--- config.mk ---
export PLATFORM = sky130hd
export DESIGN_NAME = spi_mem_arbiter
export DESIGN_NICKNAME = d
export VERILOG_FILES = /design/src/rtl/spi_mem_pkg.sv /design/src/rtl/spi_word_shifter.sv /design/src/rtl/spi_mem_arbiter.sv
export SDC_FILE = /design/constraint.sdc
export NUM_CORES = 1
export LEC_CHECK = 0
export ABC_AREA = 1
export BUFFER_PORTS_ARGS = -buffer_cell sky130_fd_sc_hd__buf_2
export CORE_UTILIZATION = 55
export CTS_BUF_LIST = sky130_fd_sc_hd__clkbuf_2
export DETAILED_ROUTE_END_ITERATION = 16
export PLACE_DENSITY_LB_ADDON = 0.12
export SLEW_MARGIN = 15
export SYNTH_ARGS = -nofsm -noshare
export SYNTH_HDL_FRONTEND = slang
export SYNTH_SLANG_ARGS = --single-unit
--- constraint.sdc ---
create_clock -name clk -period 6.9 [get_ports clk]
set_input_delay 0.345 -clock clk [delete_from_list [all_inputs] [get_ports clk]]
set_output_delay 0.345 -clock clk [all_outputs]
set_load 0.02 [all_outputs]
--- src/rtl/spi_mem_pkg.sv ---
// Shared definitions for the SPI memory arbiter: FSM states, SPI opcodes,
// frame field sizes and the frame builder used at grant time.
package spi_mem_pkg;

    typedef enum logic [2:0] {
        IDLE,
        CMD,
        ADDR,
        DATA,
        DONE
    } state_e;

    localparam logic [7:0] OP_READ  = 8'h03;
    localparam logic [7:0] OP_WRITE = 8'h02;

    localparam int CMD_BITS   = 8;
    localparam int ADDR_BITS  = 24;
    localparam int DATA_BITS  = 16;
    localparam int FRAME_BITS = CMD_BITS + ADDR_BITS + DATA_BITS;
    localparam int CNT_W      = $clog2(FRAME_BITS);

    // Reads carry an all-zero data field so MOSI stays low while MISO is captured.
    function automatic logic [FRAME_BITS-1:0] build_frame(
        input logic                 we,
        input logic [ADDR_BITS-1:0] addr,
        input logic [DATA_BITS-1:0] wdata
    );
        return {(we ? OP_WRITE : OP_READ), addr, (we ? wdata : {DATA_BITS{1'b0}})};
    endfunction

endpackage

--- src/rtl/spi_word_shifter.sv ---
// Bit engine for one SPI frame: two-cycle bit timing, MOSI shift-out (MSB first)
// and MISO capture sampled at the close of the high phase.
module spi_word_shifter
    import spi_mem_pkg::*;
(
    input  logic                  clk,
    input  logic                  rst,
    input  logic                  load_i,
    input  logic [FRAME_BITS-1:0] frame_i,
    input  logic                  shift_en_i,
    input  logic                  miso_i,
    output logic                  sclk_o,
    output logic                  mosi_o,
    output logic                  bit_end_o,
    output logic [CNT_W-1:0]      bit_cnt_o,
    output logic [DATA_BITS-1:0]  rx_next_o
);

    logic                  phase_q, phase_d;
    logic [CNT_W-1:0]      cnt_q, cnt_d;
    logic [FRAME_BITS-1:0] tx_q, tx_d;
    logic [DATA_BITS-2:0]  rx_q, rx_d;

    assign rx_next_o = {rx_q, miso_i};
    assign sclk_o    = phase_q;
    assign mosi_o    = tx_q[FRAME_BITS-1];
    assign bit_end_o = shift_en_i & phase_q;
    assign bit_cnt_o = cnt_q;

    always_comb begin
        // NOTE: every next-state value gets a default first so no path can infer a latch.
        phase_d = phase_q;
        cnt_d   = cnt_q;
        tx_d    = tx_q;
        rx_d    = rx_q;
        if (load_i) begin
            phase_d = 1'b0;
            cnt_d   = '0;
            tx_d    = frame_i;
            rx_d    = '0;
        end else if (shift_en_i) begin
            phase_d = ~phase_q;
            if (phase_q) begin
                cnt_d = cnt_q + CNT_W'(1);
                tx_d  = {tx_q[FRAME_BITS-2:0], 1'b0};
                rx_d  = rx_next_o[DATA_BITS-2:0];
            end
        end else begin
            phase_d = 1'b0;
            cnt_d   = '0;
        end
    end

    // NOTE: clocked state uses non-blocking assignments so all registers update together.
    always_ff @(posedge clk or posedge rst) begin
        if (rst) begin
            phase_q <= 1'b0;
            cnt_q   <= '0;
            tx_q    <= '0;
            rx_q    <= '0;
        end else begin
            phase_q <= phase_d;
            cnt_q   <= cnt_d;
            tx_q    <= tx_d;
            rx_q    <= rx_d;
        end
    end

endmodule

--- src/rtl/spi_mem_arbiter.sv ---
// Two-requester arbiter in front of a serial SPI memory: alternating grant on ties,
// one 48-bit read/write frame per grant, one-cycle ack to the winner.
module spi_mem_arbiter
    import spi_mem_pkg::*;
#(
    parameter int ADDR_W = 16,
    parameter int DATA_W = 16
) (
    input  logic              clk,
    input  logic              rst,
    input  logic              req0,
    input  logic              req1,
    input  logic [ADDR_W-1:0] addr0,
    input  logic [ADDR_W-1:0] addr1,
    input  logic              we0,
    input  logic              we1,
    input  logic [DATA_W-1:0] wdata0,
    input  logic [DATA_W-1:0] wdata1,
    output logic              ack0,
    output logic              ack1,
    output logic [DATA_W-1:0] rdata,
    output logic              busy,
    output logic              spi_select,
    output logic              spi_clk,
    output logic              spi_mosi,
    input  logic              spi_miso
);

    state_e               state_q, state_d;
    logic                 last_q, last_d;
    logic                 gnt_q, gnt_d;
    logic                 we_q, we_d;
    logic [DATA_BITS-1:0] rdata_q, rdata_d;

    logic                  win;
    logic                  load;
    logic                  shift_en;
    logic                  bit_end;
    logic [CNT_W-1:0]      bit_cnt;
    logic [DATA_BITS-1:0]  rx_next;
    logic [FRAME_BITS-1:0] frame;

    // On a tie the requester not served last wins; a lone request always wins.
    assign win   = (req0 && req1) ? ~last_q : req1;
    assign frame = build_frame(win ? we1 : we0,
                               ADDR_BITS'(win ? addr1 : addr0),
                               DATA_BITS'(win ? wdata1 : wdata0));

    spi_word_shifter u_shifter (
        .clk        (clk),
        .rst        (rst),
        .load_i     (load),
        .frame_i    (frame),
        .shift_en_i (shift_en),
        .miso_i     (spi_miso),
        .sclk_o     (spi_clk),
        .mosi_o     (spi_mosi),
        .bit_end_o  (bit_end),
        .bit_cnt_o  (bit_cnt),
        .rx_next_o  (rx_next)
    );

    always_comb begin
        state_d  = state_q;
        last_d   = last_q;
        gnt_d    = gnt_q;
        we_d     = we_q;
        rdata_d  = rdata_q;
        load     = 1'b0;
        shift_en = 1'b0;
        unique case (state_q)
            IDLE: begin
                if (req0 || req1) begin
                    state_d = CMD;
                    gnt_d   = win;
                    last_d  = win;
                    we_d    = win ? we1 : we0;
                    load    = 1'b1;
                end
            end
            CMD: begin
                shift_en = 1'b1;
                if (bit_end && bit_cnt == CNT_W'(CMD_BITS - 1)) state_d = ADDR;
            end
            ADDR: begin
                shift_en = 1'b1;
                if (bit_end && bit_cnt == CNT_W'(CMD_BITS + ADDR_BITS - 1)) state_d = DATA;
            end
            DATA: begin
                shift_en = 1'b1;
                if (bit_end && bit_cnt == CNT_W'(FRAME_BITS - 1)) begin
                    state_d = DONE;
                    if (!we_q) rdata_d = rx_next;
                end
            end
            DONE:    state_d = IDLE;
            default: state_d = IDLE;
        endcase
    end

    always_ff @(posedge clk or posedge rst) begin
        if (rst) begin
            state_q <= IDLE;
            last_q  <= 1'b1;
            gnt_q   <= 1'b0;
            we_q    <= 1'b0;
            rdata_q <= '0;
        end else begin
            state_q <= state_d;
            last_q  <= last_d;
            gnt_q   <= gnt_d;
            we_q    <= we_d;
            rdata_q <= rdata_d;
        end
    end

    assign busy       = (state_q != IDLE);
    assign spi_select = !(state_q inside {CMD, ADDR, DATA});
    assign ack0       = (state_q == DONE) && !gnt_q;
    assign ack1       = (state_q == DONE) &&  gnt_q;
    assign rdata      = DATA_W'(rdata_q);

endmodule
# Word-level counts from Yosys, hierarchy flattened
# Index checks and enable logic that the tools add are counted.
# Widths: inputs -> output; s select.
dict set report totals {
  wordCells 70
  reg_bits 92
}
dict set report classes {
  addsub 1
  n_bitwise 4
  n_eq_ne 12
  n_reduce_logical 19
  muxes 25
}
# op count
set op_table {}
lappend op_table {{$mux 48} 3}
lappend op_table {{$mux 16} 3}
lappend op_table {{$mux 15} 3}
lappend op_table {{$mux 6} 3}
lappend op_table {{$mux 3} 4}
lappend op_table {{$pmux 3 s4} 1}
lappend op_table {{$mux 1} 8}
lappend op_table {{$ne 2x2->1 const B} 4}
lappend op_table {{$add 6x1->6 const B} 1}
lappend op_table {{$eq 3x2->1 const B} 2}
lappend op_table {{$eq 6x3->1 const B} 1}
lappend op_table {{$eq 6x5->1 const B} 1}
lappend op_table {{$eq 6x6->1 const B} 1}
lappend op_table {{$logic_and 1x1->1} 6}
lappend op_table {{$reduce_bool 3->1} 2}
lappend op_table {{$reduce_and 2->1} 2}
lappend op_table {{$reduce_and 4->1} 1}
lappend op_table {{$reduce_bool 2->1} 2}
lappend op_table {{$eq 3x1->1 const B} 1}
lappend op_table {{$eq 3x3->1 const B} 1}
lappend op_table {{$logic_not 3->1} 1}
lappend op_table {{$ne 3x3->1 const B} 1}
lappend op_table {{$not 1->1} 3}
lappend op_table {{$reduce_and 3->1} 1}
lappend op_table {{4 further kinds} 5}

# Longest topological paths before layout
dict set report depth {
  word_depth 7
  mapped_depth 9
  depth_no_buf 9
}

# Cells and area by module
# A second synthesis with hierarchy kept.
dict set report hier_totals {
  cells_unflattened 626
  area_unflattened_um2 4830.9
}
# module instances cells_per_inst area_per_inst_um2 seq_area_each_um2
set modules_own_cells {}
lappend modules_own_cells {spi_word_shifter 1 351 3168.0 1751.7}
lappend modules_own_cells {spi_mem_arbiter 1 275 1662.8 551.8}

# Worst setup path after synthesis
# Ideal clock, no wire load.
dict set report synth_timing {
  kind {register to register}
  from {register state_q[0]}
  to {register u_shifter.tx_q[18]}
  path_slack_ns 5.420
  stages_incl_launch_ff 10
  arrival_time_ns 1.356
  cell_sequence {dfrtp_1 nor2_2 nand2_2 nor2_8 inv_4 nand2_4 inv_2 buf_2 nand2_1 o21ai_1}
}
dict set report synth_between {
  elab_chain_cells 5
  word_cells_on_any_way 11
  classes_between {3 x eq/ne; 3 x mux; 5 x reduce/logical}
}
# item line_no
set synth_rtl {}
lappend synth_rtl {{start, declared} spi_mem_arbiter.sv:29} ;# state_e state_q, state_d;
lappend synth_rtl {{start signal, assigned} spi_mem_arbiter.sv:109} ;# state_q <= state_d;
lappend synth_rtl {{$eq 3x1->1 or $eq 3x2->1 (tied branches)} spi_mem_arbiter.sv:71} ;# unique case (state_q)
lappend synth_rtl {{$reduce_or 3->1 (no source line)} -}
lappend synth_rtl {{$mux 1} spi_mem_arbiter.sv:71}
lappend synth_rtl {{$reduce_bool 2->1 (no source line)} -}
lappend synth_rtl {{$reduce_and 2->1 (no source line)} -}
lappend synth_rtl {{end signal, assigned} spi_word_shifter.sv:64} ;# tx_q <= tx_d;
lappend synth_rtl {{end, declared} spi_word_shifter.sv:21} ;# logic [FRAME_BITS-1:0] tx_q, tx_d;
# Several ways; a longest one is shown, not always the timed one.
# A chain may end at the register's enable or synchronous reset.

# Worst setup path in the final report
dict set report layout_timing {
  from {register state_q[0]}
  to {register u_shifter.tx_q[47]}
}
# The elaborated chain is that of the path after synthesis.

==> impl.org <==
** Layout
- Cells fill 65.9% of the core in the end.
- Leaving out fill and tap cells, the most frequent cells in the layout are nand2_1 (135), buf_2 (92), dfrtp_1 (91), inv_1 (45), nor2_1 (36).
- From synthesis to final layout, the design area changed by 14.0%.
- The repair_antennas step left the layout with diodes totalling 0.
- Number of nets at the end of the flow :: 661
- Post-route cell area :: 4850 sq um
- Most common cell after layout, fill and taps aside :: nand2_1
- Proportion of layout cells with a drive suffix above 1 :: 21.0%
- Counting the fill cells in the layout gives 664.

** Placement
- Routability-driven placement finished with a final weighted congestion of 0.774.
- Port buffering added 92 buffers.
- Dpl ws :: 4.32 ns
- Detailed placement ended at an HPWL of 5790 um.
- Once placement finished, the instance area stood at 4730 sq um.

** Timing
- Final number of setup-violating endpoints :: 0
- Hold violation total from the final report :: 0
- Final worst slack :: 4.31 ns
- Share of the clock period used by the worst path after layout :: 37.5%
- Hold is met by 0.0204 ns.
- Relative slew slack :: 50.2%
- The clock period could shrink to 2.59 ns.
- Unrepaired setup endpoints after global routing :: no
- Static timing analysis puts the maximum clock frequency at 386 MHz.
- Actual slew at the worst max-slew pin :: 0.746 ns
- In the final timing run, aggregate negative setup slack is 0 ns.
- Max-slew violations :: 0
- Maximum clock skew at final layout :: 0.0229 ns

** Setup path
- In this run the register-to-register setup slack is 4.31 ns.
- Crit end category :: flip-flop
- Data arrives at the worst endpoint at 3.03 ns.
- The setup path with the least slack is of type flip-flop to flip-flop.
- Required time worst endpoint :: 7.34 ns
- Largest fanout on the critical path :: 54
- Critical path startpoint category :: flip-flop

** Synthesis
- In the synthesized netlist the dominant register cell turns out to be dfrtp_1.
- In this run the mean area of a mapped cell was 8.33 sq um.
- The cell count after synthesis came out at 511.
- Summing the sequential cell areas from Yosys gives 54.1% of the chip area.
- In this run the cell area of the synthesized design comes to 4260 sq um.
- Unique cell type count in the Yosys netlist :: 32
- For this run, asynchronously set or reset flops after synthesis account for 100%.
- The synthesized design contains 0 enable-type register cells.
- Counting flops and latches in the post-synthesis netlist gives 92.
- Post-Syn Nets :: 583
- Total of warnings raised by yosys :: 0

** Power
- Static leakage :: 2.44 nW
- Dividing total power by cell area gives a power density of 403 nW/um^2.
- The worst-case IR drop observed on VDD is 0.192 mV.

** Floorplanning
- Die width :: 90.0 um
- Overall die area :: 8100 sq um
- The initial utilization of the core area, before any placement, comes to 57.8%.
- DIE HEIGHT :: 90.0 um
- In this run the core area contains 31 standard-cell rows.
- I/O Pins :: 93
- Core area :: 7370 sq um

** CTS
- Resized cells post-CTS :: 0
- Number of CTS-inserted buffers :: 9
- Clock sink count :: 92
- CTS placed an instance of clkbuf_2 at the clock tree root.
- TritonCTS built the clock tree.
- CTS built an H-tree with a depth of 3.
- For the worst-skew pair, the clock arrives at the later sink with an insertion delay of 0.55 ns.
- The clock passes through at most 2 buffers.
- Clock-pin slew was measured on the worst setup and hold paths at 0.26 ns.

** Routing
- WL per Instance :: 12.5 um
- Post-DRT Antenna Nets :: 0
- The routed design has 8630 um of wire.
- For this block, the via count after detailed routing is 3571.
- Routed via count divided by cell count :: 5.15
- The first detailed-routing pass took 4 iterations.
- DRC errors left :: 0
- Starting DRT DRC Count :: 199

** Job
- The tool flagged a number of max-cap violations equal to 0.

** Global routing
- Total global routing track utilization :: 22.5%
- The number of global-route vias before repair was 3380.
- After global routing the overflow that remains totals 0.
- Number of antenna violations at the first check in global routing :: 0
- Maximum number of pins on one net before global-route repair :: 56
- The first global-routing pass estimated 14900 um of wire.

** Run status
- The run finished with clean final reports.

** Hold path
- Hold/Removal Path Class :: input port to flip-flop
==> what timing repair did <==
action	CTS	global route
hold endpoints to repair	40	0
hold buffers	1	0
buffers inserted	0	0
setup endpoints to repair	0	0
==> critical path, stage by stage, from the launching register on <==
cell and delay [ns]:
dfrtp_1 0.52, nor2_2 0.17, nand2_2 0.12, nor2_8 0.47
inv_4 0.21, nand2_4 0.48, inv_2 0.31, nand2_1 0.13
o21ai_1 0.07
==> cell type report <==
type,count,area [sq um],share of cell area (%)
clock buffers,10,50.0,1.03
clock inverters,6,68.8,1.42
inverters,51,195,4.02
multi-input cells,340,1630,33.5
flip-flops and latches,92,2300,47.4
well taps,99,124,2.55
repair buffers,95,485,10.0
==> state kept, by name (all words and copies together) (netlist names) <==
signal	cells
u_shifter.tx_q	48
rdata	16
u_shifter.rx_q	15
u_shifter.bit_cnt_o	6
state_q	3
gnt_q	1
last_q	1
u_shifter.sclk_o	1
we_q	1
==> cells by family after synthesis <==
family | Yosys count | synth area share, %
DFF | 92 | 54.1
muxes | 1 | 0.235
adders and majority gates | 1 | 0.294
and+or+nand+nor | 216 | 21.5
AOI/OAI and AO/OA | 120 | 15.8
xor gates and xnor gates | 2 | 0.411
buffers and inverters | 79 | 7.67
==> synth_stat cells (all sizes together), types with 3 or more instances <==
cell type,number,area (sq um)
a21oi,18,90.1
buf,19,98.8
clkbuf,9,33.8
dfrtp,91,2280
inv,51,194
nand2,138,531
nand3,35,188
nor2,38,161
nor3,3,15.0
o211ai,5,37.5
o21ai,62,310
o22ai,30,188
==> per-stage QoR <==
step	std cells	power, mW
2_1_floorplan	511	1.53
3_3_place_gp	676	1.66
3_5_place_dp	676	1.69
4_1_cts	693	1.96
5_1_grt	693	2.13
6_report	693	1.96
==> power breakdown <==
part | internal [mW] | switching, mW | total, mW
Combinational | 0.276 | 0.573 | 0.849
Clock | 0.0890 | 0.184 | 0.273
Sequential | 0.741 | 0.0940 | 0.835
==> path summary, 6_finish.rpt <==
check	depth (start not counted)	endpoint	start
max in group asynchronous	4	u_shifter.tx_q[20]	rst
setup reg to reg	8	u_shifter.tx_q[47]	state_q[0]
hold reg to reg	2	last_q	last_q
setup / recovery	8	u_shifter.tx_q[47]	state_q[0]
min in group asynchronous	3	rdata[11]	rst
hold / removal	3	rdata[0]	spi_miso
==> layer usage <==
| metal | GRT usage [%] | up-vias | share of wire [%] |
|---|---|---|---|
| li1 | - | 1837 | - |
| met1 | 31.2 | 1650 | 48 |
| met2 | 36.2 | 72 | 47 |
| met3 | 2.96 | 12 | 3.0 |
| met4 | 9.01 | 0 | 1.4 |
| met5 | 0 | - | 0 |
(Power assumes the default switching activity.)
